## src/rtl/i2c_byte_tx_pkg.sv

```systemverilog
// i2c_byte_tx_pkg
//   Shared definitions for the byte-level I2C transmit sequencer:
//   FSM state encodings, SDA drive levels and the byte width.
package i2c_byte_tx_pkg;

    localparam int BYTE_W = 8;

    // Open-drain view of SDA: 1 lets the pull-up win, 0 pulls the line low.
    localparam logic SDA_RELEASE   = 1'b1;
    localparam logic SDA_DRIVE_LOW = 1'b0;

    typedef enum logic [2:0] {
        IDLE  = 3'd0,
        START = 3'd1,
        DATA  = 3'd2,
        ACK   = 3'd3,
        STOP  = 3'd4
    } state_t;

endpackage

```

## src/rtl/i2c_byte_tx.sv

```systemverilog
// i2c_byte_tx
//   Byte-level I2C transmit sequencer. Each accepted request is framed as
//   START, 8 data bits, ACK slot and STOP, with one SDA bit per clk cycle.
//   The bit position inside DATA comes from the external `counter`: this
//   block restarts it with newcount in START and leaves DATA when outcount
//   flags the 8th bit.
// Ports:
//   clk       system clock, one bit slot per cycle
//   rst       asynchronous active-low reset
//   start     transmit request, only looked at in IDLE
//   din       byte to send, captured when start is accepted
//   sda_in    SDA line level, sampled at the end of the ACK slot
//   outcount  from counter: high in the cycle carrying the 8th data bit
//   newcount  to counter: restart the bit count
//   sda_out   SDA drive value (0 = pull low, 1 = release)
//   busy      high from start acceptance until the return to IDLE
//   done      one-cycle pulse in the first IDLE cycle after STOP
//   ack_err   slave NACKed the last byte; held until the next accepted start
//
// state | meaning
// IDLE  | SDA released, waiting for start
// START | SDA low for the START condition, counter restarted
// DATA  | shifting out the 8 data bits
// ACK   | SDA released so the slave can acknowledge
// STOP  | SDA low; the following IDLE cycle releases it for the STOP edge
module i2c_byte_tx
    import i2c_byte_tx_pkg::*;
#(
    parameter bit MSB_FIRST = 1'b1
) (
    input  logic              clk,
    input  logic              rst,
    input  logic              start,
    input  logic [BYTE_W-1:0] din,
    input  logic              sda_in,
    input  logic              outcount,
    output logic              newcount,
    output logic              sda_out,
    output logic              busy,
    output logic              done,
    output logic              ack_err
);

    state_t            state;
    logic [BYTE_W-1:0] shreg;

    always_ff @(posedge clk or negedge rst) begin
        if (!rst) begin
            state   <= IDLE;
            shreg   <= '0;
            busy    <= 1'b0;
            done    <= 1'b0;
            ack_err <= 1'b0;
        end else begin
            done <= 1'b0;
            case (state)
                IDLE: begin
                    if (start) begin
                        shreg   <= din;
                        ack_err <= 1'b0;
                        busy    <= 1'b1;
                        state   <= START;
                    end
                end
                START: begin
                    state <= DATA;
                end
                DATA: begin
                    // The outcount cycle carries the 8th bit, so no shift on exit.
                    if (outcount) begin
                        state <= ACK;
                    end else if (MSB_FIRST) begin
                        shreg <= {shreg[BYTE_W-2:0], 1'b0};
                    end else begin
                        shreg <= {1'b0, shreg[BYTE_W-1:1]};
                    end
                end
                ACK: begin
                    ack_err <= sda_in;
                    state   <= STOP;
                end
                STOP: begin
                    busy  <= 1'b0;
                    done  <= 1'b1;
                    state <= IDLE;
                end
                default: begin
                    busy  <= 1'b0;
                    state <= IDLE;
                end
            endcase
        end
    end

    always_comb begin
        sda_out  = SDA_RELEASE;
        newcount = 1'b0;
        case (state)
            START: begin
                sda_out  = SDA_DRIVE_LOW;
                newcount = 1'b1;
            end
            DATA:    sda_out = MSB_FIRST ? shreg[BYTE_W-1] : shreg[0];
            ACK:     sda_out = SDA_RELEASE;
            STOP:    sda_out = SDA_DRIVE_LOW;
            default: sda_out = SDA_RELEASE;
        endcase
    end

endmodule

```

## config.mk

```make
export PLATFORM = sky130hd
export DESIGN_NAME = i2c_byte_tx
export DESIGN_NICKNAME = d
export VERILOG_FILES = /design/src/rtl/i2c_byte_tx_pkg.sv /design/src/rtl/i2c_byte_tx.sv
export SDC_FILE = /design/constraint.sdc
export NUM_CORES = 1
export LEC_CHECK = 0
export ABC_AREA = 1
export BUFFER_PORTS_ARGS = -buffer_cell sky130_fd_sc_hd__buf_2
export CELL_PAD_IN_SITES_DETAIL_PLACEMENT = 0
export CELL_PAD_IN_SITES_GLOBAL_PLACEMENT = 1
export CORE_MARGIN = 2
export CORE_UTILIZATION = 37
export CTS_CLUSTER_DIAMETER = 40
export CTS_CLUSTER_SIZE = 30
export DETAILED_ROUTE_END_ITERATION = 6
export PLACE_DENSITY_LB_ADDON = 0.1
export SKIP_LAST_GASP = 1
export SLEW_MARGIN = 20
export SYNTH_ARGS = -nofsm -noshare
export SYNTH_HDL_FRONTEND = slang
export SYNTH_SLANG_ARGS = --single-unit
```

## constraint.sdc

```tcl
create_clock -name clk -period 1.3 [get_ports clk]
set_input_delay 0.13 -clock clk [delete_from_list [all_inputs] [get_ports clk]]
set_output_delay 0.13 -clock clk [all_outputs]
set_load 0.02 [all_outputs]
```

After elaboration in Yosys (flattened, before gate mapping)
Index checks and enable logic that the tools add are counted.
{"block": "totals", "ff_bits": 14, "output_inout_bits": 5, "word_cells": 35}
{"block": "op_classes", "eq_ne": 7, "n_mux": 13, "bitwise_logic": 1, "reduce_logical": 9}
{"operator": "2-to-1 mux 8 bit", "count": 2}
{"operator": "one-hot mux 8 bit (2 select lines)", "count": 1}
{"operator": "one-hot mux 3 bit (4 select lines)", "count": 1}
{"operator": "equality test 3 x 2 -> 1 bit (second input constant)", "count": 2}
{"operator": "2-to-1 mux 3 bit", "count": 2}
{"operator": "inequality test 2 bit (second input constant)", "count": 3}
{"operator": "one-hot mux 1 bit (2 select lines)", "count": 3}
{"operator": "AND reduction 2 bit", "count": 3}
{"operator": "2-to-1 mux 1 bit", "count": 4}
{"operator": "nonzero test 2 bit", "count": 2}
{"operator": "equality test 3 x 1 -> 1 bit (second input constant)", "count": 1}
{"operator": "equality test 3 bit (second input constant)", "count": 1}
{"operator": "zero test 3 bit", "count": 1}
{"operator": "AND reduction 3 bit", "count": 1}
{"operator": "OR reduction 3 bit", "count": 1}
{"operator": "OR reduction 2 bit", "count": 1}
{"operator": "NOT 1 bit", "count": 1}

Logic depth before layout (Yosys ltp)
{"block": "logic_depth", "word_depth": 4, "ltp_mapped": 7, "ltp_nobuf": 6}

Worst setup path before layout
No wires, ideal clock.
{"block": "synth_path", "kind": "register to output", "start": "register state[0]", "end": "output port sda_out", "arrival_time_ps": 998, "required_time_ps": 1170, "slack_ps": 172, "path_stages_with_launch": 7, "n_path_buf": 1, "path_cell_list": "dfrtp_1 -> nor2_4 -> buf_8 -> nand2_8 -> inv_2 -> nand2_1 -> o21ai_2"}
{"block": "synth_via", "elab_chain_cells": 3, "elab_cells_between_ends": 5, "classes_between": "3 x eq/ne; 1 x mux; 1 x reduce/logical"}
{"element": "from (decl)", "line": "i2c_byte_tx.sv:44", "text": "state_t state;"}
{"element": "from (signal assigned)", "line": "i2c_byte_tx.sv:49", "text": "state <= IDLE;"}
{"element": "from (signal assigned)", "line": "i2c_byte_tx.sv:62", "text": "state <= START;"}
{"element": "from (signal assigned)", "line": "i2c_byte_tx.sv:66", "text": "state <= DATA;"}
{"element": "equality test 3 bit or equality test 3 x 1 -> 1 bit (tied branches)", "line": "i2c_byte_tx.sv:98", "text": "case (state)"}
{"element": "OR reduction 2 bit (no line)"}
{"element": "one-hot mux 1 bit (2 select lines) (*)", "line": "i2c_byte_tx.sv:98"}
{"element": "to (decl)", "line": "i2c_byte_tx.sv:38", "text": "output logic sda_out,"}
Every way passes the cells marked *; elsewhere a longest branch is shown, timed or not.

Worst setup path in the final report
Same ends and word-level chain as after synthesis.

==> impl_summary.md <==
Setup path
The stage delay of the slowest cell on the critical path is 410 ps. The dominant delay contributor by cell family on the critical path is flip-flops. The critical path goes through nor2_4, nand2_8, inv_4, nand2_2, o21ai_2, buf_6. For the worst setup path, the data arrival time is 1240 ps. The critical path contains buffers and inverters numbering 2 combined. The endpoint required time on the critical path is 1170 ps. The slowest stage of the critical path is the sky130_fd_sc_hd__dfrtp_1 cell. STA classifies the critical path endpoint as an output port. The worst-case reg-to-reg path depth is 7.

Along the worst path, the maximum fanout reaches 3. Counting buffers and inverters, the worst setup path is 6 cells deep. The startpoint type of the worst setup path is a register. The kind of critical path is register to output port.

Timing
After layout, the minimum clock period comes to 1374 ps. The final worst clock skew is 0.5792 ps. The final setup TNS is -189.2 ps. Setup slack on the critical path of the routed design comes to -74.35 ps.

Dividing the final minimum period by the clock period gives 1.057. Headroom to the max-slew limit came out at 0.7821. Derived from the worst setup path, the maximum achievable clock frequency is 727.6 MHz. The count of final hold-check violations is 0. The final-layout worst hold slack is 52.41 ps. Setup violations remaining at the end of the flow were counted as 10.

For the pin with the worst max-slew slack, the measured transition is 326.9 ps. The total count of max-transition violations in the final report came to 0. Setup repair after global routing could not meet its margin everywhere.

Place
Routability-driven placement finished with a final weighted congestion of 0.7507. The count of buffers inserted at the top-level ports is 17. The post-placement worst setup slack is -20.04 ps.

The cell area after placement is 874.6 um2. Detailed placement ended at an HPWL of 1121 um. After detailed placement, the design holds a cell count of 138.

Synthesis
The most instantiated library cell after synthesis is sky130_fd_sc_hd__nand2_1. Yosys printed 0 warnings. The most area-hungry cell type in the Yosys netlist is sky130_fd_sc_hd__dfrtp_1. Counting flops with a built-in enable in the synthesized netlist gives 0. The commonest cells after synthesis are sky130_fd_sc_hd__nand2_1 (37), sky130_fd_sc_hd__nand3_1 (19), sky130_fd_sc_hd__dfrtp_1 (14). The netlist area before placement is 748.2 um2. The post-synthesis average cell area is 8.222 um2.

The flop and latch count out of synthesis is 14. In the synthesized netlist, the number of instances is 91. The distinct cell type count after synthesis is 15. After synthesis, the cell types taking the most area are sky130_fd_sc_hd__dfrtp_1 (47%), sky130_fd_sc_hd__nand2_1 (19%), sky130_fd_sc_hd__nand3_1 (13%), sky130_fd_sc_hd__inv_1 (4.0%), sky130_fd_sc_hd__buf_6 (3.0%). The share of synthesized area in the top cell type comes to 0.4682. In the synthesized netlist the async set-or-reset flop fraction comes to 1.000. The post-synthesis net count is 104.

The proportion of synthesized chip area in sequential cells is 0.4682. The most instantiated flip-flop cell in the synthesis netlist is sky130_fd_sc_hd__dfrtp_1.

Run status
The flow ran to the end, but the final reports show violations. The final reports fail on setup timing.

Power and ir drop
The sequential share of power is 0.292. For this design the total switching power over the nets is 1.126 mW. The internal power consumption is 1.445 mW. The ratio of total power to cell area is 2559 nW/um2. The largest vdd supply drop is 1.259 mV. For this design the static power due to leakage is 0.5669 nW.

The net switching fraction of the power is 0.4379. The proportion of power drawn by combinational gates is 0.614. Of the total power, the clock network draws 0.094.

Layout
The total number of nets in the final design is 137. The final design area excluding fillers is 1005 um2. Once layout is complete, the cells apart from fillers number 149.

In the final layout, the share of cells above drive strength 1 is 0.3689. The repair_antennas step left the layout with diodes totalling 0. Compared with the post-synthesis result, the final layout area differs by 34.28%.

Drt
The detailed-router iteration count before antenna repair is 4. Detailed routing inserted a total of 685 vias. The initial detailed-routing violation count is 17. Dividing the detail-routed via count by the number of cells gives 4.597. The total wire length is 1716 um. The detail route stage leaves a number of antenna-violating nets equal to 0.

For this run, design rule violations remaining after detail routing come to 0. The routed wire length per instance is 11.52 um.

Floorplanning
After floorplanning, the core was divided into 16 placement rows. The floorplan step defined a die boundary enclosing 2398 um2. The area of the core is 1942 um2. The horizontal die dimension is 48.97 um. The effective utilization at floorplan is 0.3853.

For this design the top-level I/O count stands at 18. The floorplan step set the die height to 48.97 um.

Clocking
The number of clock buffers inserted by TritonCTS is 3. TritonCTS built the clock tree. The number of buffers on the longest clock path is 2. The latest clock arrival within the worst-skew pair is 270 ps.

CTS placed an instance of sky130_fd_sc_hd__clkbuf_4 at the clock tree root. CTS built an H-tree with a depth of 1. The clock net in this run drives a total of 14 sinks. Clock-pin slew was measured on the worst setup and hold paths at 80 ps.

Global route
The number of antenna violations at the first check in global routing is 0. Entering global routing, the biggest net connects 15 pins. The first-pass GRT wire length is 2677 um. The leftover overflow at the end of global routing is 0. In the global route stage, overall resource usage came out at 0.1473. The number of global-route vias before repair is 570.

Min path
The worst hold path belongs to the class input port to register. Counting instances, the worst hold path has a depth of 3.

Flow run
The count of maximum capacitance violations is 0.
worst paths after layout:
check,end,start,slack (ps)
worst min-delay path,ack_err$_DFFE_PN0P_,sda_in,50
worst max-delay path,sda_out,state[0]$_DFFE_PN0P_,-70
worst min register to register,busy$_DFFE_PN0P_,busy$_DFFE_PN0P_,490
worst max register to register,shreg[5]$_DFFE_PN0P_,state[0]$_DFFE_PN0P_,-20
max in group asynchronous,shreg[5]$_DFFE_PN0P_,rst,770
min in group asynchronous,ack_err$_DFFE_PN0P_,rst,290
routing by layer:
metal,share of wire,track usage,up-vias
met5,0,0,-
met4,0.0076,0.05714,0
met3,0.040,0.03067,2
met2,0.46,0.2146,17
met1,0.49,0.2139,315
li1,-,-,351
per-stage QoR:
stage          total power, mW    util
6_report                 2.571  0.5174
5_1_grt                  2.787  0.5174
4_1_cts                  2.429  0.4923
3_5_place_dp             1.997  0.4504
3_3_place_gp             1.994  0.4504
2_1_floorplan            1.687       -
timing repair:
| action | CTS | global route |
|---|---|---|
| pin swaps | 2 | 4 |
| hold buffers | 1 | 0 |
| resized for setup | 11 | 3 |
| buffers inserted | 2 | 4 |
| endpoints found under the setup margin | 10 | 11 |
| gates cloned | 0 | 1 |
| hold endpoints to repair | 14 | 0 |
cell type report:
class,instances,area [um2]
well taps,27,33.78
inverters,9,38.79
fillers,208,937.1
clock buffers,3,22.52
repair buffers,30,205.2
flip-flops and latches,14,350.3
multi-input cells,66,354.1
cells in the final DEF, fill, tap and decap left out, types with 2 or more instances in the layout:
cell                        n
sky130_fd_sc_hd__buf_2     15
sky130_fd_sc_hd__buf_4     10
sky130_fd_sc_hd__buf_6      4
sky130_fd_sc_hd__clkbuf_4   3
sky130_fd_sc_hd__dfrtp_1   14
sky130_fd_sc_hd__inv_1      6
sky130_fd_sc_hd__inv_4      2
sky130_fd_sc_hd__nand2_1   35
sky130_fd_sc_hd__nand2_2    2
sky130_fd_sc_hd__nand3_1   18
sky130_fd_sc_hd__nand3_2    2
sky130_fd_sc_hd__nand3_4    2
sky130_fd_sc_hd__nor2_1     2
kinds of logic (layout without fill, tap and decap cells):
logic type      Yosys count  in the layout  share of synthesized area
compound gates            1              1                    0.01171
buf+inv                  12             42                    0.09531
flops                    14             14                     0.4682
simple gates             64             65                     0.4248
state kept, by name, summed over array words and instances, names as in the netlist:
name,cells
done,1
ack_err,1
busy,1
shreg,8
state,3
power by group through the flow:
stage	clock network [mW]	registers, mW	logic (mW)
6_report	0.241	0.751	1.58
5_1_grt	0.276	0.775	1.74
4_1_cts	0.253	0.749	1.43
3_5_place_dp	0	0.751	1.25
3_3_place_gp	0	0.751	1.24
2_1_floorplan	0	0.789	0.898
worst min-delay path: cells and delay by family:
family / cells / cell delay (ps)
buffers and inverters: 1 / 70
AND/OR/NAND/NOR: 2 / 90
(Power assumes the default switching activity.)
